File: src/rtl/hamming16t11d_scrubber.sv
// rtl/hamming16t11d_scrubber.sv - background SECDED(16,11) memory scrubber
//
// Purpose:
//    Walks a word-address window, reads each 16-bit hamming vector, checks
//    it with the SECDED(16,11) syndrome (hv[0] = overall parity, parity bits
//    at positions 1,2,4,8, data at the remaining positions), writes back
//    single-error-corrected vectors and counts SEC/DED events.
//
// Ports:
//    clk_i, rst_i                  clock, asynchronous active-high reset
//    en_i                          continuous scrub enable (loops over window)
//    start_i                       one-shot single pass request
//    clr_cnt_i                     synchronous clear of counters and ded_irq_o
//    mem_req_o/we_o/addr_o/wdata_o memory request side, held until mem_gnt_i
//    mem_gnt_i                     request accepted this cycle
//    mem_rvalid_i, mem_rdata_i     read data return
//    busy_o, done_o                status: not idle, end-of-one-shot pulse
//    sec_cnt_o, ded_cnt_o          saturating event counters
//    ded_addr_o, ded_irq_o         last DED address, sticky DED flag

module hamming16t11d_scrubber #(
   parameter int ADDR_WIDTH = 8,
   parameter int INTERVAL   = 64,
   parameter int CNT_WIDTH  = 16
) (
   input  logic                  clk_i,
   input  logic                  rst_i,
   input  logic                  en_i,
   input  logic                  start_i,
   input  logic                  clr_cnt_i,
   output logic                  mem_req_o,
   output logic                  mem_we_o,
   output logic [ADDR_WIDTH-1:0] mem_addr_o,
   output logic [15:0]           mem_wdata_o,
   input  logic                  mem_gnt_i,
   input  logic                  mem_rvalid_i,
   input  logic [15:0]           mem_rdata_i,
   output logic                  busy_o,
   output logic                  done_o,
   output logic [CNT_WIDTH-1:0]  sec_cnt_o,
   output logic [CNT_WIDTH-1:0]  ded_cnt_o,
   output logic [ADDR_WIDTH-1:0] ded_addr_o,
   output logic                  ded_irq_o
);

   localparam int TW = (INTERVAL > 1) ? $clog2(INTERVAL) : 1;
   localparam logic [TW-1:0]         TIMER_LAST = TW'(INTERVAL - 1);
   localparam logic [ADDR_WIDTH-1:0] PTR_LAST   = {ADDR_WIDTH{1'b1}};
   localparam logic [CNT_WIDTH-1:0]  CNT_MAX    = {CNT_WIDTH{1'b1}};

   typedef enum logic [2:0] {
      S_IDLE,
      S_RD_REQ,
      S_RD_WAIT,
      S_CHECK,
      S_WR_REQ,
      S_WAIT_INT
   } state_t;

   state_t                state_q, state_d;
   logic [ADDR_WIDTH-1:0] ptr_q, ptr_d;
   logic [TW-1:0]         timer_q, timer_d;
   logic                  oneshot_q, oneshot_d;
   logic [15:0]           hv_q, hv_d;
   logic                  req_q, req_d;
   logic                  we_q, we_d;
   logic [15:0]           wdata_q, wdata_d;
   logic                  done_q, done_d;
   logic [CNT_WIDTH-1:0]  sec_cnt_q, sec_cnt_d;
   logic [CNT_WIDTH-1:0]  ded_cnt_q, ded_cnt_d;
   logic [ADDR_WIDTH-1:0] ded_addr_q, ded_addr_d;
   logic                  ded_irq_q, ded_irq_d;

   logic [3:0] syn;
   logic       par;

   // Each syndrome bit covers the positions whose index has that bit set,
   // so a single flipped bit at position k yields syn == k.
   always_comb begin
      syn[0] = hv_q[1] ^ hv_q[3] ^ hv_q[5]  ^ hv_q[7]  ^
               hv_q[9] ^ hv_q[11] ^ hv_q[13] ^ hv_q[15];
      syn[1] = hv_q[2]  ^ hv_q[3]  ^ hv_q[6]  ^ hv_q[7]  ^
               hv_q[10] ^ hv_q[11] ^ hv_q[14] ^ hv_q[15];
      syn[2] = hv_q[4]  ^ hv_q[5]  ^ hv_q[6]  ^ hv_q[7]  ^
               hv_q[12] ^ hv_q[13] ^ hv_q[14] ^ hv_q[15];
      syn[3] = hv_q[8]  ^ hv_q[9]  ^ hv_q[10] ^ hv_q[11] ^
               hv_q[12] ^ hv_q[13] ^ hv_q[14] ^ hv_q[15];
      par    = ^hv_q;
   end

   always_comb begin
      state_d    = state_q;
      ptr_d      = ptr_q;
      timer_d    = timer_q;
      oneshot_d  = oneshot_q | start_i;
      hv_d       = hv_q;
      req_d      = req_q;
      we_d       = we_q;
      wdata_d    = wdata_q;
      done_d     = 1'b0;
      sec_cnt_d  = sec_cnt_q;
      ded_cnt_d  = ded_cnt_q;
      ded_addr_d = ded_addr_q;
      ded_irq_d  = ded_irq_q;

      case (state_q)
         S_IDLE: begin
            if (en_i || start_i) begin
               state_d = S_RD_REQ;
               ptr_d   = '0;
               req_d   = 1'b1;
               we_d    = 1'b0;
            end
         end
         S_RD_REQ: begin
            if (mem_gnt_i) begin
               req_d   = 1'b0;
               state_d = S_RD_WAIT;
            end
         end
         S_RD_WAIT: begin
            if (mem_rvalid_i) begin
               hv_d    = mem_rdata_i;
               state_d = S_CHECK;
            end
         end
         S_CHECK: begin
            timer_d = '0;
            if (par) begin
               // syn == 0 with odd parity means hv[0] itself flipped.
               wdata_d = hv_q ^ (16'h0001 << syn);
               if (sec_cnt_q != CNT_MAX) sec_cnt_d = sec_cnt_q + 1'b1;
               req_d   = 1'b1;
               we_d    = 1'b1;
               state_d = S_WR_REQ;
            end else if (syn != 4'd0) begin
               if (ded_cnt_q != CNT_MAX) ded_cnt_d = ded_cnt_q + 1'b1;
               ded_addr_d = ptr_q;
               ded_irq_d  = 1'b1;
               state_d    = S_WAIT_INT;
            end else begin
               state_d = S_WAIT_INT;
            end
         end
         S_WR_REQ: begin
            if (mem_gnt_i) begin
               req_d   = 1'b0;
               we_d    = 1'b0;
               state_d = S_WAIT_INT;
            end
         end
         S_WAIT_INT: begin
            if (timer_q == TIMER_LAST) begin
               timer_d = '0;
               ptr_d   = ptr_q + 1'b1;
               if (ptr_q == PTR_LAST) begin
                  if (oneshot_q) begin
                     done_d    = 1'b1;
                     oneshot_d = 1'b0;
                     state_d   = S_IDLE;
                  end else if (!en_i) begin
                     state_d = S_IDLE;
                  end else begin
                     req_d   = 1'b1;
                     state_d = S_RD_REQ;
                  end
               end else if (en_i || oneshot_q) begin
                  req_d   = 1'b1;
                  state_d = S_RD_REQ;
               end else begin
                  state_d = S_IDLE;
               end
            end else begin
               timer_d = timer_q + 1'b1;
            end
         end
         default: begin
            state_d = S_IDLE;
            req_d   = 1'b0;
            we_d    = 1'b0;
         end
      endcase

      // Clear wins over a same-cycle event.
      if (clr_cnt_i) begin
         sec_cnt_d = '0;
         ded_cnt_d = '0;
         ded_irq_d = 1'b0;
      end
   end

   always_ff @(posedge clk_i or posedge rst_i) begin
      if (rst_i) begin
         state_q    <= S_IDLE;
         ptr_q      <= '0;
         timer_q    <= '0;
         oneshot_q  <= 1'b0;
         hv_q       <= '0;
         req_q      <= 1'b0;
         we_q       <= 1'b0;
         wdata_q    <= '0;
         done_q     <= 1'b0;
         sec_cnt_q  <= '0;
         ded_cnt_q  <= '0;
         ded_addr_q <= '0;
         ded_irq_q  <= 1'b0;
      end else begin
         state_q    <= state_d;
         ptr_q      <= ptr_d;
         timer_q    <= timer_d;
         oneshot_q  <= oneshot_d;
         hv_q       <= hv_d;
         req_q      <= req_d;
         we_q       <= we_d;
         wdata_q    <= wdata_d;
         done_q     <= done_d;
         sec_cnt_q  <= sec_cnt_d;
         ded_cnt_q  <= ded_cnt_d;
         ded_addr_q <= ded_addr_d;
         ded_irq_q  <= ded_irq_d;
      end
   end

   assign mem_req_o   = req_q;
   assign mem_we_o    = we_q;
   assign mem_addr_o  = ptr_q;
   assign mem_wdata_o = wdata_q;
   assign busy_o      = (state_q != S_IDLE);
   assign done_o      = done_q;
   assign sec_cnt_o   = sec_cnt_q;
   assign ded_cnt_o   = ded_cnt_q;
   assign ded_addr_o  = ded_addr_q;
   assign ded_irq_o   = ded_irq_q;

endmodule
File: config.mk
export PLATFORM = sky130hd
export DESIGN_NAME = hamming16t11d_scrubber
export DESIGN_NICKNAME = d
export VERILOG_FILES = /design/src/rtl/hamming16t11d_scrubber.sv
export SDC_FILE = /design/constraint.sdc
export NUM_CORES = 1
export LEC_CHECK = 0
export ABC_AREA = 1
export BUFFER_PORTS_ARGS = -buffer_cell sky130_fd_sc_hd__buf_2
export CELL_PAD_IN_SITES_DETAIL_PLACEMENT = 0
export CELL_PAD_IN_SITES_GLOBAL_PLACEMENT = 1
export CORE_UTILIZATION = 30
export DETAILED_ROUTE_END_ITERATION = 7
export GPL_TIMING_DRIVEN = 0
export PLACE_DENSITY = 0.61
export SLEW_MARGIN = 10
export SYNTH_ARGS = -nofsm -noshare
export SYNTH_HDL_FRONTEND = slang
export SYNTH_SLANG_ARGS = --single-unit
File: constraint.sdc
create_clock -name clk_i -period 4.5 [get_ports clk_i]
set_input_delay 0.675 -clock clk_i [delete_from_list [all_inputs] [get_ports clk_i]]
set_output_delay 0.675 -clock clk_i [all_outputs]
set_load 0.05 [all_outputs]
== Word-level counts from Yosys, hierarchy flattened ==
Index checks and enable logic that the tools add are counted.
W data, S select, Z words.

* Register bits: 94
* Latch bits: 0
* Memory bits (writable): 0
* Memory bits (read-only): 0
* Bits of input ports: 23
* Output and inout bits: 69
* Logic and storage cells: 144
* Memories kept: 0

* Add/sub/neg operators: 4
* Multiply operators: 0
* Divide/modulo/power cells: 0
* $lt $le $gt $ge: 0
* Eq/ne operators: 20
* Shift-type cells: 1
* Muxes and demuxes: 48
* Bitwise logic cells: 33
* Reductions and logical operators: 25

{| class="wikitable"
|+ Operator list
! cell !! count
|-
| $mux W16 || 9
|-
| $add A16 B1 Y16 const B || 2
|-
| $ne A16 B16 Y1 const B || 2
|-
| $xor A1 B1 Y1 || 28
|-
| $mux W1 || 25
|-
| $mux W3 || 6
|-
| $pmux W3 S6 || 1
|-
| $mux W8 || 2
|-
| $pmux W8 S2 || 1
|-
| $reduce_xor A16 Y1 || 1
|-
| $shl A1 B4 Y16 const A || 1
|-
| $xor A16 B16 Y16 || 1
|-
| $ne A2 B2 Y1 const B || 7
|-
| $reduce_bool A2 Y1 || 7
|-
| $pmux W6 S2 || 1
|-
| $reduce_and A3 Y1 || 4
|-
| $ne A3 B3 Y1 const B || 3
|-
| $add A8 B1 Y8 const B || 1
|-
| $eq A8 B8 Y1 const B || 1
|-
| $reduce_and A4 Y1 || 2
|-
| $reduce_and A8 Y1 || 1
|-
| $add A6 B1 Y6 const B || 1
|-
| $eq A3 B2 Y1 const B || 2
|-
| $eq A3 B3 Y1 const B || 2
|-
| 16 further kinds || 20
|}

== Longest topological paths before layout ==
* Word-level depth: 12
* Gate-level depth with buffers: 15
* Depth with buffers taken out: 13

== Worst setup path before layout ==
OpenSTA, ideal clock, no wires.

* Path kind: register to register
* Start: register ded_cnt_q[0], in the netlist ded_cnt_o[0]
* End: register ded_cnt_q[8], in the netlist ded_cnt_o[8]
* Library setup time: 0.067 ns
* Data arrival time: 2.097 ns
* Required time: 4.433 ns
* Slack: 2.336 ns
* Stages on the path, launching flop included: 11
* Path buffers: 1
* Clock period less this slack: 2.164 ns
* Cell sequence: dfrtp_1 > ha_1 > nand2_1 > nor3_1 > nand2_1 > nor4_1 > nand2_1 > nand3_4 > buf_4 > nand3_1 > nand2_1

* Cells in the longest elaborated chain, start to end: 6
* Elaborated cells on any way between the ends: 9
* Those cells by class: add/sub (1); eq/ne (1); mux (5); reduce/logical (2)

{| class="wikitable"
|+ Ends and longest elaborated chain
! element !! line !! RTL
|-
| start, declared || 70 || <nowiki>logic [CNT_WIDTH-1:0] ded_cnt_q, ded_cnt_d;</nowiki>
|-
| start signal, assigned || 218 || <nowiki>ded_cnt_q <= ded_cnt_d;</nowiki>
|-
| $add A16 B1 Y16 || 137 || <nowiki>if (ded_cnt_q != CNT_MAX) ded_cnt_d = ded_cnt_q + 1'b1;</nowiki>
|-
| $mux W16 || 137 ||
|-
| $mux W16 || 136 || <nowiki>end else if (syn != 4'd0) begin</nowiki>
|-
| $mux W16 || 129 || <nowiki>if (par) begin</nowiki>
|-
| $mux W16 || 106 || <nowiki>case (state_q)</nowiki>
|-
| $mux W16 || 185 || <nowiki>if (clr_cnt_i) begin</nowiki>
|}

Parallel ways exist; a longest one is shown, timed or not. The select of a mux whose other input is x is not followed.
A chain may end at the register's enable or synchronous reset.

== Final worst setup path ==
* Start: input port clr_cnt_i
* End: register ded_cnt_q[7], in the netlist ded_cnt_o[7]

* Cells in the longest elaborated chain, start to end: 2
* Elaborated cells on any way between the ends: 6
* Those cells by class: eq/ne (1); mux (1); reduce/logical (4)

{| class="wikitable"
|+ Ends and longest elaborated chain
! element !! line !! RTL
|-
| start, declared || 30 || <nowiki>input logic clr_cnt_i,</nowiki>
|-
| $ne A2 B2 Y1 (no line) or $reduce_bool A2 Y1 (tied branches) || -- ||
|-
| $reduce_and A4 Y1 (no line) || -- ||
|}

Parallel ways exist; a longest one is shown, timed or not.

==> out/qor.csv <==
stage;metric;value;unit
status;run status;finished, final reports clean;
logic_synthesis;mean post-synth cell area;7.268;sq um
logic_synthesis;Top FF cell, synth;dfrtp_1;
critical_path;critical path class;input port to flip-flop;
logic_synthesis;most common cell in the netlist;nand2_1;
routing;DRT Pass-1 Iters;5;
die;full die area;0.01994;sq mm
run;max-cap violations;0;
cts;CTS Root Cell;clkbuf_16;
logic_synthesis;FF+latch count, synth;94;
logic_synthesis;synth top area cells;dfrtp_1 40%, nand2_1 16%, nand3_1 7.3%;
die;FP Rows;50;
critical_path;Worst EP required;4.74;ns
cells_and_area;Layout Cells excl Fill;1167;
routing;drt drc;0;
logic_synthesis;main combinational cell family by area after synthesis;simple AND/OR/NAND/NOR gates;
die;Die Ht;141.2;microns
routing;Antenna Nets Post-Route;0;
cts;Worst-Skew Late Latency;0.35;ns
logic_synthesis;mux share of post-synthesis cell area;0;%
cts;hold_buf cts;0;
logic_synthesis;Yosys top cell area share;40.46;%
sta;Final Hold Slack;0.3017;ns
routing;Post-Route WL;17.01;mm
critical_path;crit path cell chain;clkbuf_1 > inv_1 > clkbuf_1 > nand4_1 > clkbuf_1 > nand4_1 > nand2_1;
logic_synthesis;register area share after synthesis;40.46;%
sta;worst clock skew;0.01448;ns
logic_synthesis;XOR/XNOR Fraction of Synth Area;4.067;%
global_routing;initial antenna violation count;0;
power;leakage power total;3.371;nW
critical_path;Top delay family on crit path;buffers and inverters;
critical_path;critical path's largest stage delay;0.47;ns
logic_synthesis;largest area contributor in the netlist;dfrtp_1;
cts;clock tree buffer depth;2;
sta;Final Hold Viols;0;
sta;Final min period;2.296;ns
critical_path;crit path max fanout;10;
critical_path;Crit path buffers/inverters;4;
routing;vias per std cell;4.702;
critical_path;CP max stage cell;clkbuf_1;
sta;Fmax achieved;435.5;MHz
logic_synthesis;Post-Syn Instances;800;
die;Core Region;0.01883;sq mm
logic_synthesis;Mapped Area;0.005814;sq mm
cells_and_area;antenna cells;0;
cts;TritonCTS clock tree;done;
die;I/O pin total;92;
sta;Relative slew margins;60.08;%
die;Die W;141.2;microns
logic_synthesis;Simple-Gate Fraction of Synth Area;39.42;%
cells_and_area;Final #Nets;929;
placed_design;Setup WS pre-CTS;1.772;ns
critical_path;Worst setup EP type;flip-flop;
logic_synthesis;post-synth cell types;44;
routing;number of DRC markers in iteration 0;265;
global_routing;first-pass GRT wire length;28.78;mm
placed_design;port bufs;90;
global_routing;total gr overflow;0;
logic_synthesis;net count after synthesis;827;
cts;Resized cells post-CTS;0;
logic_synthesis;Synthesis Warnings;0;
logic_synthesis;Post-synth EDFFs;0;
sta;Pins Over Slew Limit;0;
critical_path;crit path DAT;2.54;ns
logic_synthesis;Compound-Gate Fraction of Synth Area;7.898;%
sta;final setup fails;0;
cts;Inserted Clock Buffers;9;
cts;Post CTS Setup Buffer Count;0;
cts;Worst-path clk slew;0.08;ns
cts;TritonCTS Sinks;94;
power;worst vdd ir;0.2509;mV
placed_design;hpwl dp;12.92;mm
logic_synthesis;synth cell count leaders;246 x nand2_1, 94 x dfrtp_1, 85 x nand3_1, 83 x nor2_1, 54 x inv_1;
placed_design;gpl congestion;0.8171;
global_routing;largest net degree at the start of global routing;60;
global_routing;number of global-route vias before repair;5502;
logic_synthesis;adder-cell share of the synthesized area;0.8608;%
sta;crit path setup slack, layout;2.204;ns
power;PwrDens;736.0;mW/mm^2
sta;Setup TNS Final;0;ns
critical_path;Startpoint Class;input port;
sta;RSZ-0062 raised after global routing;no;
cells_and_area;FILL cells;2055;
sta;Final Cycle Share;51.02;%
sta;Slew @ Worst Pin;0.5988;ns
cells_and_area;share of cells above drive strength 1;20.40;%
routing;WL per Instance;14.58;microns
die;initial core utilization;30.88;%
min_path;worst hold path type;input port to async pin;
cells_and_area;area grow syn2layout;18.96;%
cts;H-tree levels;3;
global_routing;global-route usage over all layers;18.33;%
placed_design;Post-Place Cells;1151;
routing;Vias;5487;
logic_synthesis;asr flop ratio synth;100.0;%
critical_path;most used cell, CP;clkbuf_1;
==> layout by cell type, fill, tap and decap left out, types with 2 or more instances in the layout <==
master     count
nand3_1       85
inv_2         12
nor2_2         5
clkbuf_16      9
clkinv_2       4
nor3b_1        3
inv_1         53
nand3_4        4
nor4_1         4
inv_6          2
clkbuf_1       8
nand2_2        9
nand2_1      246
xnor2_1        6
a21oi_1       23
a31oi_1        2
buf_2         95
nand4_1       34
buf_6          4
buf_1          2
o21ai_0       23
buf_4          6
dfrtp_1       94
ha_1           4
clkinv_1       2
nand2_4        4
clkbuf_8       3
nor3_1         8
nor2_4         2
or2_2          9
nor2_1        83
xor2_1        21
o21ai_1       15
o21ai_2        8
==> where the power goes <==
group | total [W] | leakage (nW) | switching, W | internal, W
Clock | 0.000778 | 0.149 | 0.000355 | 0.000422
Combinational | 0.00307 | 2.01 | 0.00225 | 0.000827
Sequential | 0.00124 | 1.21 | 0.000183 | 0.00106
Total | 0.00509 | 3.37 | 0.00278 | 0.00231
==> through the flow <==
stage | instance area, sq um | power (W) | utilization, %
CTS | 6917 | 0.005155 | 36.73
floorplan | 5814 | 0.003588 | -
finish | 6917 | 0.005090 | 36.73
global placement | 6590 | 0.004361 | 35.00
global route | 6917 | 0.005561 | 36.73
detailed placement | 6623 | 0.004351 | 35.17
==> cell families (layout without fill, tap and decap cells) <==
| family | after synthesis | after routing |
|---|---|---|
| simple gates | 500 | 500 |
| fa+ha+maj | 4 | 4 |
| compound gates | 79 | 79 |
| buf+inv | 96 | 203 |
| xor+xnor | 27 | 27 |
| flops | 94 | 94 |
==> layer usage <==
metal	wire, microns	track usage, %	up-vias
met3	573	2.582	16
met5	0	0	-
li1	-	-	2828
met1	8484	25.56	2541
met4	260	5.892	0
met2	7695	29.10	102
==> final cells by class <==
type                            count  area [sq um]  area share, %
Multi-Input combinational cell    610          3038          43.92
Sequential cell                    94          2352          34.01
Timing Repair Buffer               91         478.0          6.910
Tap cell                          260         325.3          4.703
Inverter                           71         276.5          3.998
Clock buffer                       12         266.5          3.853
Buffer                             25         152.6          2.207
Clock inverter                      4         27.53         0.3980
==> path summary, 6_finish.rpt <==
kind                                    from              to  slack (ns)  depth (start not counted)
worst max register to register  ded_cnt_o[0]    ded_cnt_o[7]        2.26                         10
max in group asynchronous              rst_i  mem_wdata_o[4]        3.56                          3
min in group clk_i                  mem_we_o        mem_we_o        0.47                          2
worst max-delay path               clr_cnt_i    ded_cnt_o[7]        2.20                          7
worst min register to register      mem_we_o        mem_we_o        0.47                          2
worst min-delay path                   rst_i   ded_addr_o[2]        0.30                          2
==> flip-flops by register name (all words and copies together), names as in the netlist <==
register,flops
ded_cnt_o,16
hv_q,16
mem_wdata_o,16
sec_cnt_o,16
ded_addr_o,8
mem_addr_o,8
timer_q,6
state_q,3
ded_irq_o,1
done_o,1
mem_req_o,1
mem_we_o,1
oneshot_q,1
Note: power is estimated with default switching activity, not from simulation.
